[config.mk]
export PLATFORM = sky130hd
export DESIGN_NAME = axi4_stream_rr_arbiter
export DESIGN_NICKNAME = d
export VERILOG_FILES = /design/src/rtl/axis_arb_pkg.sv /design/src/rtl/axis_out_reg.sv /design/src/rtl/axi4_stream_rr_arbiter.sv
export SDC_FILE = /design/constraint.sdc
export NUM_CORES = 1
export LEC_CHECK = 0
export ABC_CLOCK_PERIOD_IN_PS = 2450
export CAP_MARGIN = 0
export CORE_AREA = 2 2 74 76
export CTS_CLUSTER_DIAMETER = 50
export DETAILED_ROUTE_END_ITERATION = 7
export DIE_AREA = 0 0 76 78
export PLACE_DENSITY = 0.76
export SLEW_MARGIN = 20
export SYNTH_ARGS = -nofsm -noshare
export SYNTH_HDL_FRONTEND = slang
export SYNTH_SLANG_ARGS = --single-unit
[constraint.sdc]
create_clock -name AXIS_ACLK -period 2.45 [get_ports AXIS_ACLK]
set_input_delay 0.49 -clock AXIS_ACLK [delete_from_list [all_inputs] [get_ports AXIS_ACLK]]
set_output_delay 0.49 -clock AXIS_ACLK [all_outputs]
set_load 0.02 [all_outputs]
[src/rtl/axis_arb_pkg.sv]
// Shared definitions for the two-source packet round-robin AXI4-Stream arbiter:
// state encodings and one-hot grant constants.
package axis_arb_pkg;

  localparam logic [1:0] IDLE  = 2'd0;
  localparam logic [1:0] BUSY0 = 2'd1;
  localparam logic [1:0] BUSY1 = 2'd2;

  typedef enum logic [1:0] {
    ST_IDLE  = IDLE,
    ST_BUSY0 = BUSY0,
    ST_BUSY1 = BUSY1
  } arb_state_e;

  localparam logic [1:0] GRANT_NONE = 2'b00;
  localparam logic [1:0] GRANT_S0   = 2'b01;
  localparam logic [1:0] GRANT_S1   = 2'b10;

endpackage

[src/rtl/axis_out_reg.sv]
// One-deep registered AXI4-Stream output slice. It holds data/last stable under
// backpressure and frees itself when the held beat drains.
module axis_out_reg #(
  parameter int DATA_WIDTH = 32
) (
  input  logic                  clk,
  input  logic                  rst_n,
  input  logic                  load,
  input  logic [DATA_WIDTH-1:0] in_data,
  input  logic                  in_last,
  input  logic                  out_ready,
  output logic                  in_ready,
  output logic                  out_valid,
  output logic [DATA_WIDTH-1:0] out_data,
  output logic                  out_last
);

  logic                  valid_r;
  logic [DATA_WIDTH-1:0] data_r;
  logic                  last_r;

  // A new beat may enter when the slot is empty or is draining this cycle.
  assign in_ready  = !valid_r || out_ready;
  assign out_valid = valid_r;
  assign out_data  = data_r;
  assign out_last  = last_r;

  // Output slot: load on accept, clear on drain, otherwise hold.
  always_ff @(posedge clk or negedge rst_n) begin
    if (!rst_n) begin
      valid_r <= 1'b0;
      data_r  <= {DATA_WIDTH{1'b0}};
      last_r  <= 1'b0;
    end else if (load) begin
      valid_r <= 1'b1;
      data_r  <= in_data;
      last_r  <= in_last;
    end else if (valid_r && out_ready) begin
      valid_r <= 1'b0;
    end else begin
      valid_r <= valid_r;
    end
  end

endmodule

[src/rtl/axi4_stream_rr_arbiter.sv]
// Two-input AXI4-Stream arbiter with packet-granular round-robin and a registered
// output stage; a grant is held until the owner's TLAST beat is accepted.
module axi4_stream_rr_arbiter
  import axis_arb_pkg::*;
#(
  parameter int DATA_WIDTH = 32
) (
  input  logic                  AXIS_ACLK,
  input  logic                  AXIS_ARESETN,
  input  logic [DATA_WIDTH-1:0] S0_AXIS_TDATA,
  input  logic                  S0_AXIS_TVALID,
  input  logic                  S0_AXIS_TLAST,
  output logic                  S0_AXIS_TREADY,
  input  logic [DATA_WIDTH-1:0] S1_AXIS_TDATA,
  input  logic                  S1_AXIS_TVALID,
  input  logic                  S1_AXIS_TLAST,
  output logic                  S1_AXIS_TREADY,
  output logic [DATA_WIDTH-1:0] M_AXIS_TDATA,
  output logic                  M_AXIS_TVALID,
  output logic                  M_AXIS_TLAST,
  input  logic                  M_AXIS_TREADY,
  output logic [1:0]            GRANT
);

  arb_state_e            state_r;
  logic                  pri_r;
  logic [1:0]            grant_r;

  logic                  out_ready_s;
  logic                  s0_ready_s;
  logic                  s1_ready_s;
  logic                  accept_s;
  logic [DATA_WIDTH-1:0] sel_data_s;
  logic                  sel_last_s;

  // Ready and beat mux follow the owner; TREADY depends only on the output slot.
  always_comb begin
    s0_ready_s = 1'b0;
    s1_ready_s = 1'b0;
    accept_s   = 1'b0;
    sel_data_s = {DATA_WIDTH{1'b0}};
    sel_last_s = 1'b0;
    case (state_r)
      ST_BUSY0: begin
        s0_ready_s = out_ready_s;
        accept_s   = S0_AXIS_TVALID && out_ready_s;
        sel_data_s = S0_AXIS_TDATA;
        sel_last_s = S0_AXIS_TLAST;
      end
      ST_BUSY1: begin
        s1_ready_s = out_ready_s;
        accept_s   = S1_AXIS_TVALID && out_ready_s;
        sel_data_s = S1_AXIS_TDATA;
        sel_last_s = S1_AXIS_TLAST;
      end
      default: begin
        s0_ready_s = 1'b0;
        s1_ready_s = 1'b0;
      end
    endcase
  end

  assign S0_AXIS_TREADY = s0_ready_s;
  assign S1_AXIS_TREADY = s1_ready_s;
  assign GRANT          = grant_r;

  // Arbiter FSM: one decision cycle in IDLE, lock until the owner's TLAST accept.
  always_ff @(posedge AXIS_ACLK or negedge AXIS_ARESETN) begin
    if (!AXIS_ARESETN) begin
      state_r <= ST_IDLE;
      pri_r   <= 1'b0;
      grant_r <= GRANT_NONE;
    end else begin
      case (state_r)
        ST_IDLE: begin
          if (S0_AXIS_TVALID && S1_AXIS_TVALID) begin
            state_r <= pri_r ? ST_BUSY1 : ST_BUSY0;
            grant_r <= pri_r ? GRANT_S1 : GRANT_S0;
          end else if (S0_AXIS_TVALID) begin
            state_r <= ST_BUSY0;
            grant_r <= GRANT_S0;
          end else if (S1_AXIS_TVALID) begin
            state_r <= ST_BUSY1;
            grant_r <= GRANT_S1;
          end else begin
            state_r <= ST_IDLE;
            grant_r <= GRANT_NONE;
          end
        end
        ST_BUSY0: begin
          if (accept_s && sel_last_s) begin
            state_r <= ST_IDLE;
            grant_r <= GRANT_NONE;
            pri_r   <= 1'b1;
          end else begin
            state_r <= ST_BUSY0;
            grant_r <= GRANT_S0;
          end
        end
        ST_BUSY1: begin
          if (accept_s && sel_last_s) begin
            state_r <= ST_IDLE;
            grant_r <= GRANT_NONE;
            pri_r   <= 1'b0;
          end else begin
            state_r <= ST_BUSY1;
            grant_r <= GRANT_S1;
          end
        end
        default: begin
          state_r <= ST_IDLE;
          grant_r <= GRANT_NONE;
        end
      endcase
    end
  end

  axis_out_reg #(
    .DATA_WIDTH(DATA_WIDTH)
  ) u_out_reg (
    .clk       (AXIS_ACLK),
    .rst_n     (AXIS_ARESETN),
    .load      (accept_s),
    .in_data   (sel_data_s),
    .in_last   (sel_last_s),
    .out_ready (M_AXIS_TREADY),
    .in_ready  (out_ready_s),
    .out_valid (M_AXIS_TVALID),
    .out_data  (M_AXIS_TDATA),
    .out_last  (M_AXIS_TLAST)
  );

endmodule

==> key figures, run 1 <==
Finish
  • Storage cell area: 926 sq um
  • Most common cell after layout, fill and taps aside: clkdlybuf4s50_1
  • Synth-to-Final Area Change: 63.3%
  • Final Instance Count excl. Fillers: 318
  • Final instance area: roughly 3200 sq um
  • Fill cells: 417
  • Ant diodes: 0
  • Most frequent cells in the layout: 107 x clkdlybuf4s50_1, 37 x dfrtp_1, 33 x a22o_1
  • Final #Nets: around 320
  • Multi-input gate area: between 900 and 1000 sq um
  • Share of cells above drive strength 1: between 10% and 20%

Floorplan
  • Die area: 5930 sq um
  • Starting Density: 38.9%
  • Rows: 26
  • Die width: between 70 and 80 microns
  • IO Pins: roughly 110
  • Core box area: about 5000 sq um
  • Die Y: 78 microns

Setup path
  • Crit Path Max Fanout: 3
  • Crit-path max cell delay: 0.59 ns
  • Startpoint Class: input port
  • Worst EP arrival: 1.83 ns
  • CP Cell Sequence: clkdlybuf4s50_1, nand2b_1, and2_1, clkdlybuf4s50_1
  • Required @ worst endpoint: 1.96 ns
  • Crit path top cell by count: clkdlybuf4s50_1
  • Critical path's slowest cell: clkdlybuf4s50_1
  • CP endpoint kind: output pin
  • Worst Path Class, Setup: input port to output pin

Synth
  • Post-synthesis simple-gate area fraction: 3.96%
  • Top cells by area, synth: dfrtp_1 47%, mux2_4 21%, a22o_1 15%, mux2_2 3.4%, ha_1 2.6%
  • Post-synthesis xor/xnor area fraction: 0%
  • Synth cell types: 22
  • Synth Net Count: around 210
  • Post-synthesis adder-cell area fraction: 2.55%
  • Synth warn: 0
  • Compound-Gate Fraction of Synth Area: roughly 18%
  • Post-synthesis mux area share: roughly a quarter
  • Avg Cell Area, Syn: about 14 sq um
  • Synth top area share: 47.2%
  • Post-Syn Instances: about 140
  • Sequential element share of the synthesized area: between 40 and 50%
  • Synthesis-stage register bit count: 37
  • Main combinational cell family by area after synthesis: multiplexers
  • Mapped Area: slightly below 2000 sq um
  • Post-synth top area cell: dfrtp_1

Placement
  • Final HPWL DP: between 3000 and 4000 microns
  • IO Port Bufs: around 110
  • # placed instances: 311
  • RePlAce Congestion: 0.747
  • Cell Area, Placed: roughly 3100 sq um

Pwr
  • Clk network pwr share: between 10% and 20%
  • Maximum vdd drop: 1170 uV
  • Gate power share: around 64%
  • Sequential Power Share: between 20% and 30%
  • P_sw: roughly 1400 uW
  • Pleak: roughly 0.0015 uW
  • PD cells: approximately 1200 nW/um^2
  • Pint: roughly 2400 uW
  • Sw Ratio: a little over a third

CTS
  • Setup bufs post-CTS: 0
  • Clock Path Buffers: 2
  • CTS resizes: 0
  • Clock sinks: 37
  • Clock transition at the registers of the reported paths: ~0.070 ns
  • H-tree depth: 2
  • CTS tree: built
  • CTS root buffer: clkbuf_8
  • Num CTS Buffers: 5
  • Hold buffer count at CTS: 0
  • Clk_lat worst skew: between 0.2 and 0.3 ns

GRT
  • Maximum number of pins on one net before global-route repair: 38
  • Initial antenna violation count: 0
  • GRT Overall Usage: ~17%
  • Gr ovfl total: 0
  • First-pass GRT wire length: 8020 microns
  • Vias in the first global route: ~1600

STA
  • Setup Viol. Count Final: 0
  • Final worst-path cycle share: a little over nine tenths
  • Post-layout min period: 2.32 ns
  • RSZ-0062 raised after global routing: false
  • Worst slew pin tran: a little over 0.8 ns
  • Clock skew: between 0.002 and 0.0025 ns
  • Setup TNS: 0 ns
  • Slew Viols, Final: 0
  • Highest Clock Rate: between 0.4 and 0.5 GHz
  • Max-slew headroom: a little under half
  • Final hold viol count: 0

Routing
  • Initial drt markers: 48
  • Final wirelength: between 5000 and 6000 microns
  • DRT antenna net count: 0
  • DRT Pass-1 Iters: 4
  • # DRC: 0
  • Avg WL per Cell: around 16 microns
  • DR vias: 1551
  • Vias/cell: 4.88

Hold path
  • Hold Crit Class: input port to async pin

Status
  • Status: finished, final reports clean

Run
  • # Max-Cap Violations: 0
kinds of logic after synthesis:
kind of cell	after synthesis
simple gates	11
flops	37
buf+inv	13
fa+ha+maj	4
compound gates	39
mux	34
cell type report:
class	count	share of cell area, %
timing repair buffer	114	35.4
multi-input combinational	88	30.0
sequential	37	28.9
tap	70	2.74
clock buffer	7	2.70
inverter	2	0.234
critical path, delay by kind of cell:
family | cells | cell delay, ns
AND/OR/NAND/NOR | 2 | 0.29
buffers and inverters | 2 | 1.04
power by group through the flow:
stage | registers [uW] | clock network (uW) | logic (uW)
after detailed placement | 975 | 0 | 2430
after floorplan | 1240 | 0 | 1330
final | 969 | 414 | 2410
after global placement | 968 | 0 | 2410
after global routing | 995 | 461 | 2550
after CTS | 971 | 433 | 2450
layer usage:
layer / share of wire, % / track usage [%] / routed length [microns] / vias up
li1: - / - / - / 751
met1: 44 / 21.0 / 2200 / 743
met2: 50 / 29.1 / 2530 / 53
met3: 5.4 / 4.88 / 271 / 4
met4: 0.91 / 5.09 / 46 / 0
met5: 0 / 0 / 0 / -
synth_stat cells:
master      n
a41oi_1     1
o21ba_2     1
inv_1       2
and2_1      2
a32oi_1     1
nand2b_1    3
mux2_4     28
buf_2       2
buf_1       1
buf_6       3
nand2_1     2
a2bb2oi_1   1
a22o_1     33
nor2b_1     1
and3b_1     1
a32o_1      2
nand4_1     1
nand3_4     1
clkbuf_1    5
dfrtp_1    37
mux2_2      6
ha_1        4
final timing paths:
kind / endpoint / slack [ns] / cells after the start / startpoint
max in group asynchronous: u_out_reg.out_data[6]$_DFFE_PN0P_ / 1.62 / 1 / AXIS_ARESETN
max: S1_AXIS_TREADY / 0.13 / 4 / M_AXIS_TREADY
min in group AXIS_ACLK: u_out_reg.out_data[26]$_DFFE_PN0P_ / 0.51 / 1 / u_out_reg.out_data[26]$_DFFE_PN0P_
max reg2reg: u_out_reg.out_data[1]$_DFFE_PN0P_ / 0.45 / 6 / GRANT[0]$_DFF_PN0_
min: u_out_reg.out_data[21]$_DFFE_PN0P_ / 0.30 / 1 / AXIS_ARESETN
min reg2reg: u_out_reg.out_data[26]$_DFFE_PN0P_ / 0.51 / 1 / u_out_reg.out_data[26]$_DFFE_PN0P_
registers in the layout (all words and copies together), names as in the netlist:
signal	flops
u_out_reg.out_data	32
GRANT	2
pri_r	1
u_out_reg.out_last	1
u_out_reg.out_valid	1
per-stage QoR:
stage / power, uW / worst slack [ns] / hold WS [ns] / util, %
floorplan: 2570 / 0.491 / 0.194 / -
global placement: 3380 / 0.135 / 0.487 / 61.8
detailed placement: 3410 / 0.140 / 0.492 / 61.8
CTS: 3850 / 0.122 / 0.323 / 63.5
global route: 4010 / 0.0616 / 0.377 / 63.5
finish: 3800 / 0.134 / 0.304 / 63.5
(Power assumes the default switching activity.)
==> inputs of run 2 (changes only) <==
- CORE_AREA: 2 2 74 76 -> 2 2 77 79
- DIE_AREA: 0 0 76 78 -> 0 0 79 81
- PLACE_DENSITY: 0.76 -> 0.75
- SYNTH_HIERARCHICAL: unset -> 1
==> run 2 against run 1 <==
Setup slack lost 0.0061 ns. Hold slack got worse by 0.0090 ns. Maximum frequency shrank 0.26%. Die area rose by 7.9%. Highest routed layer unchanged. Via count rose by 16%. Critical path type unchanged. Sequential power is 12% lower. Final area increased by 5.5%. Register-to-register slack got worse by 0.04 ns. Clock skew up 0.0073 ns. Power is 6.7% lower. Critical path depth unchanged. Wire length up 8.2%. Critical endpoint is now S0_AXIS_TREADY.
==> key figures, run 2 <==
Status
  • Status: finished, final reports clean

Synth
  • Most common library cells after synthesis: 37 x dfrtp_1, 34 x nor2b_1, 33 x a22oi_1, 29 x mux2_4, 9 x clkbuf_1
  • Top cells by area, synth: dfrtp_1 43%, mux2_4 20%, a22oi_1 11%, nor2b_1 9.8%, buf_12 2.8%
  • Ys async rst share: between 90% and 100%
  • Post-synth top area cell: dfrtp_1
  • Synth Net Count: between 200 and 300
  • Mapped Area: around 2200 sq um
  • Sequential element share of the synthesized area: between 40 and 50%
  • Main flop type after synthesis: dfrtp_1
  • Synth cell types: 25
  • Post-Syn Instances: 181
  • Most numerous cell in the Yosys netlist: dfrtp_1
  • Synth warn: 6
  • Synthesis-stage register bit count: 37
  • Avg Cell Area, Syn: ~12 sq um
  • Synth top area share: 42.6%
  • Post-synth EDFFs: 0

Finish
  • Most frequent cells in the layout: 107 x clkdlybuf4s50_1, 37 x dfrtp_1, 34 x nor2b_1
  • Storage cell area: 926 sq um
  • Ant diodes: 0
  • Flip-flop count of the largest register after layout: 32
  • Share of cells above drive strength 1: around 17%
  • Synth-to-Final Area Change: 55.3%
  • Multi-input gate area: 1110 sq um
  • Final instance area: 3380 sq um
  • Fill cells: 481
  • Most common cell after layout, fill and taps aside: clkdlybuf4s50_1
  • Final #Nets: approximately 360

CTS
  • CTS tree: built
  • H-tree depth: 2
  • Num CTS Buffers: 5
  • CTS resizes: 0
  • CTS root buffer: clkbuf_8
  • Clock sinks: 37
  • Clk_lat worst skew: approximately 0.28 ns
  • Setup bufs post-CTS: 0
  • Clock Path Buffers: 2
  • Hold buffer count at CTS: 0
  • Clock transition at the registers of the reported paths: 0.07 ns

Setup path
  • Worst Path Class, Setup: input port to output pin
  • CP endpoint kind: output pin
  • Worst EP arrival: 1.83 ns
  • Startpoint Class: input port
  • Crit Path Max Fanout: 3
  • Required @ worst endpoint: 1.96 ns

Floorplan
  • Core box area: roughly 5700 sq um
  • Rows: 28
  • Die Y: 81 microns
  • IO Pins: between 100 and 150
  • Die width: slightly below 80 microns
  • Starting Density: 38.3%
  • Die area: roughly 6400 sq um

STA
  • Worst slew pin tran: ~0.82 ns
  • Final worst-path cycle share: a little over nine tenths
  • Setup TNS: 0 ns
  • Final hold viol count: 0
  • RSZ-0062 raised after global routing: false
  • Slew Viols, Final: 0
  • Hold_ws: between 0.2 and 0.3 ns
  • Highest Clock Rate: roughly 0.43 GHz
  • Max-slew headroom: 45.6%
  • Setup Viol. Count Final: 0
  • Clock skew: a little under 0.01 ns
  • Post-layout min period: around 2.3 ns

Placement
  • Cell Area, Placed: 3290 sq um
  • Final HPWL DP: 3870 microns
  • RePlAce Congestion: around 0.77
  • IO Port Bufs: roughly 110

Pwr
  • PD cells: between 1000 and 1500 nW/um^2
  • Maximum vdd drop: between 500 and 600 uV
  • Pleak: between 0.001 and 0.0015 uW

GRT
  • Initial antenna violation count: 0
  • First-pass GRT wire length: between 8000 and 9000 microns
  • GRT Overall Usage: 17.5%
  • Vias in the first global route: 1795
  • Maximum number of pins on one net before global-route repair: 38
  • Gr ovfl total: 0

Routing
  • DRT antenna net count: 0
  • Avg WL per Cell: 15.1 microns
  • Final wirelength: between 5000 and 6000 microns
  • DR vias: 1794
  • Initial drt markers: 48
  • Vias/cell: ~5.0
  • # DRC: 0
  • DRT Pass-1 Iters: 4

Hold path
  • Hold Crit Class: input port to async pin

Run
  • # Max-Cap Violations: 0
## run 2: changes by cell type after synthesis, sizes merged, moves of 2 or more
cell    before  now
a22o        33    0
a32o         2    0
clkbuf       5   10
inv          2    4
nor2b        1   34
a22oi        0   33
## run 2: cell families after synthesis
group                    share of synthesized area [%]
adder cells (fa/ha/maj)                           2.30
multiplexers                                      22.6
AND/OR/NAND/NOR                                   13.5
flip-flops                                        42.6
buffers and inverters                             6.50
AO/OA/AOI/OAI                                     12.6
## run 2: final timing paths
| path | from | end | slack, ns | cells past startpoint |
|---|---|---|---|---|
| worst max-delay path | M_AXIS_TREADY | S0_AXIS_TREADY | 0.13 | 4 |
| worst max register to register | GRANT[0]$_DFF_PN0_ | pri_r$_DFFE_PN0P_ | 0.41 | 6 |
| max in group asynchronous | AXIS_ARESETN | GRANT[1]$_DFF_PN0_ | 1.64 | 1 |
| min in group AXIS_ACLK | u_out_reg/out_data[26]$_DFFE_PN0P_ | u_out_reg/out_data[26]$_DFFE_PN0P_ | 0.51 | 1 |
| worst min-delay path | AXIS_ARESETN | u_out_reg/out_data[11]$_DFFE_PN0P_ | 0.29 | 1 |
| worst min register to register | u_out_reg/out_data[26]$_DFFE_PN0P_ | u_out_reg/out_data[26]$_DFFE_PN0P_ | 0.51 | 1 |
## run 2: worst max-delay path: stages
cell and delay, ns:
clkdlybuf4s50_1 0.45, nand2b_1 0.14, and2_1 0.14, clkdlybuf4s50_1 0.61
## run 2: through the flow
step / utilization [%] / worst slack (ns) / instances / total power [uW]
6_report: 59.5 / 0.128 / 362 / 3540
5_1_grt: 59.5 / 0.0827 / 362 / 3780
4_1_cts: 59.5 / 0.119 / 362 / 3590
3_5_place_dp: 58.0 / 0.133 / 355 / 3150
3_3_place_gp: 58.0 / 0.129 / 355 / 3110
2_1_floorplan: - / 0.527 / 181 / 2510
## run 2: layout make-up
class / instances / share of cell area [%]
multi-input cells: 124 / 33.0
clock buffers: 7 / 2.56
inverters: 4 / 0.445
repair buffers: 115 / 33.8
flip-flops and latches: 37 / 27.4
well taps: 75 / 2.78
## run 2: report_power, final
group          internal (uW)  switching (uW)  leakage (uW)
clock                    223             198     0.0000443
combinational           1180            1090      0.000879
sequential               763            91.9      0.000493
total                   2170            1380       0.00142
## run 2: routing by layer
layer	GRT usage, %	share of wire, %	vias up
met5	0	0	-
met4	4.14	0.88	0
met3	6.11	8.1	5
met2	30.2	50	66
met1	21.2	41	872
li1	-	-	851
==> inputs of run 3 (changes only) <==
- GPL_TIMING_DRIVEN: unset -> 0
- REMOVE_ABC_BUFFERS: unset -> 1
==> run 3 against run 2 <==
Via count increased by 1.2%. Clock power increased by 28%. Non-clock buffer count increased by 3. Cell count increased by 1.1%. Register-to-register slack got worse by 0.12 ns. Setup slack improved by 0.0018 ns. Global-route usage increased by 0.87 points. Critical endpoint is now S1_AXIS_TREADY.
==> key figures, run 3 (synthesized netlist as in run 2, its figures left out) <==
Status
  • Status: finished, final reports clean

GRT
  • First-pass GRT wire length: 9070 microns
  • Maximum number of pins on one net before global-route repair: 37
  • Initial antenna violation count: 0
  • Gr ovfl total: 0
  • GRT Overall Usage: between 10% and 20%
  • Vias in the first global route: 1732

STA
  • Slew Viols, Final: 0
  • Final worst-path cycle share: about 95%
  • Hold_ws: between 0.15 and 0.2 ns
  • RSZ-0062 raised after global routing: false
  • Highest Clock Rate: about 0.43 GHz
  • Max-slew headroom: a little over two thirds
  • Post-layout min period: 2.32 ns
  • Setup TNS: 0 ns
  • Worst slew pin tran: approximately 0.45 ns
  • Final worst slack: 0.129 ns
  • Final hold viol count: 0
  • Setup Viol. Count Final: 0
  • Clock skew: around 0.012 ns

Routing
  • Vias/cell: approximately 5
  • DR vias: ~1800
  • DRT Pass-1 Iters: 4
  • Avg WL per Cell: between 15 and 20 microns
  • Met3 routed WL: 470 microns
  • Initial drt markers: slightly above 80
  • Met1 Wirelength: 2600 microns
  • Final wirelength: ~5900 microns
  • DRT antenna net count: 0
  • WL met2: between 2000 and 3000 microns
  • # DRC: 0
  • Top sig layer: met4

Setup path
  • Crit path top cell by count: clkdlybuf4s50_1
  • Levels on crit path: 4
  • CP Launch Point: M_AXIS_TREADY
  • Delay-heaviest family, CP: buffers and inverters
  • Worst EP arrival: 1.83 ns
  • Crit-path max cell delay: between 0.5 and 0.6 ns
  • Crit Path Max Fanout: 4
  • Crit path buf inv count: 2
  • Required @ worst endpoint: ~2.0 ns
  • CP Cell Sequence: clkdlybuf4s50_1, nand2b_1, and2_1, clkdlybuf4s50_1
  • CP endpoint kind: output pin
  • RR Startpoint: GRANT[0]$_DFF_PN0_
  • Critical path's slowest cell: clkdlybuf4s50_1
  • FF-to-FF path depth: 6
  • Critical register-to-register path endpoint: u_out_reg/out_data[17]$_DFFE_PN0P_
  • Worst setup path end: S1_AXIS_TREADY
  • R2R Setup Slk: 0.29 ns
  • Worst Path Class, Setup: input port to output pin
  • Startpoint Class: input port

Finish
  • Ant diodes: 0
  • Flip-flop count of the largest register after layout: 32
  • Most common cell after layout, fill and taps aside: clkdlybuf4s50_1
  • Synth-to-Final Area Change: 61.6%
  • Share of cells above drive strength 1: between 10% and 20%
  • Most frequent cells in the layout: 107 x clkdlybuf4s50_1, 37 x dfrtp_1, 34 x nor2b_1
  • Final #Nets: roughly 370
  • Final Instance Count excl. Fillers: 366

CTS
  • CTS root buffer: clkbuf_8
  • Clock sinks: 37
  • Clock transition at the registers of the reported paths: ~0.070 ns
  • Clock Path Buffers: 2
  • Clk_lat worst skew: between 0.2 and 0.3 ns
  • CTS tree: built
  • H-tree depth: 2
  • Num CTS Buffers: 5

Floorplan
  • IO Pins: 109
  • Die width: approximately 80 microns
  • Rows: 28
  • Starting Density: a little under two fifths
  • Core box area: 5680 sq um
  • Die Y: just over 80 microns
  • Die area: approximately 6400 sq um

Placement
  • RePlAce Congestion: around 0.7
  • Post-place setup slack: -0.643 ns
  • IO Port Bufs: roughly 110
  • # placed instances: 350
  • Final HPWL DP: 3600 microns

Hold path
  • Hold Crit Class: input port to async pin

Run
  • # Max-Cap Violations: 0

Pwr
  • Pleak: between 0.001 and 0.0015 uW
  • Maximum vdd drop: between 600 and 700 uV
  • Total power: 3880 uW
  • PD cells: about 1100 nW/um^2
## run 3: cell types whose count changed in the layout (fill, tap and decap cells not counted), sizes merged
| cell | previous run | this run |
|---|---|---|
| bufinv | 0 | 1 |
| buf | 8 | 11 |
## run 3: metal layers
layer / GRT usage, % / up-vias
met1: 23.8 / 874
li1: - / 861
met3: 5.11 / 4
met4: 4.31 / 0
met5: 0 / -
met2: 30.8 / 76
## run 3: timing repair
action | CTS | global route
endpoints found under the setup margin | 37 | 35
buffers inserted | 5 | 3
endpoints found under the hold margin | 0 | 0
hold buffers | 0 | 0
resized for setup | 3 | 1
pin swaps | 1 | 1
gates cloned | 0 | 0
## run 3: power by group
group | switching (uW) | total (uW) | leakage (uW) | internal [uW]
Combinational | 1170 | 2480 | 0.000912 | 1310
Clock | 208 | 540 | 0.0000585 | 332
Sequential | 94.8 | 858 | 0.000493 | 763
Total | 1470 | 3880 | 0.00146 | 2410
## run 3: final cells by class
class                      count  area, sq um
clock inverter                 1         30.0
sequential                    37          926
clock buffer                   7         86.3
tap                           75         93.8
fill                         502         2160
multi-input combinational    124         1150
timing repair buffer         118         1210
inverter                       4         15.0
## run 3: how the worst min path moves through the flow
stage / start / endpoint / slack, ns / cells past startpoint
detailed placement: AXIS_ARESETN / u_out_reg/out_data[15]$_DFFE_PN0P_ / 0.48 / 1
finish: AXIS_ARESETN / u_out_reg/out_data[22]$_DFFE_PN0P_ / 0.16 / 1
floorplan: AXIS_ARESETN / GRANT[0]$_DFF_PN0_ / 0.19 / 0
CTS: AXIS_ARESETN / pri_r$_DFFE_PN0P_ / 0.17 / 1
global placement: u_out_reg/out_data[2]$_DFFE_PN0P_ / u_out_reg/out_data[2]$_DFFE_PN0P_ / 0.49 / 1
global route: AXIS_ARESETN / u_out_reg/out_data[20]$_DFFE_PN0P_ / 0.18 / 1
## run 3: per-stage QoR
stage | utilization (%) | area, sq um
after global placement | 56.8 | 3220
after detailed placement | 57.8 | 3280
final | 61.9 | 3510
after floorplan | - | 2050
after global routing | 61.9 | 3510
after CTS | 61.4 | 3480
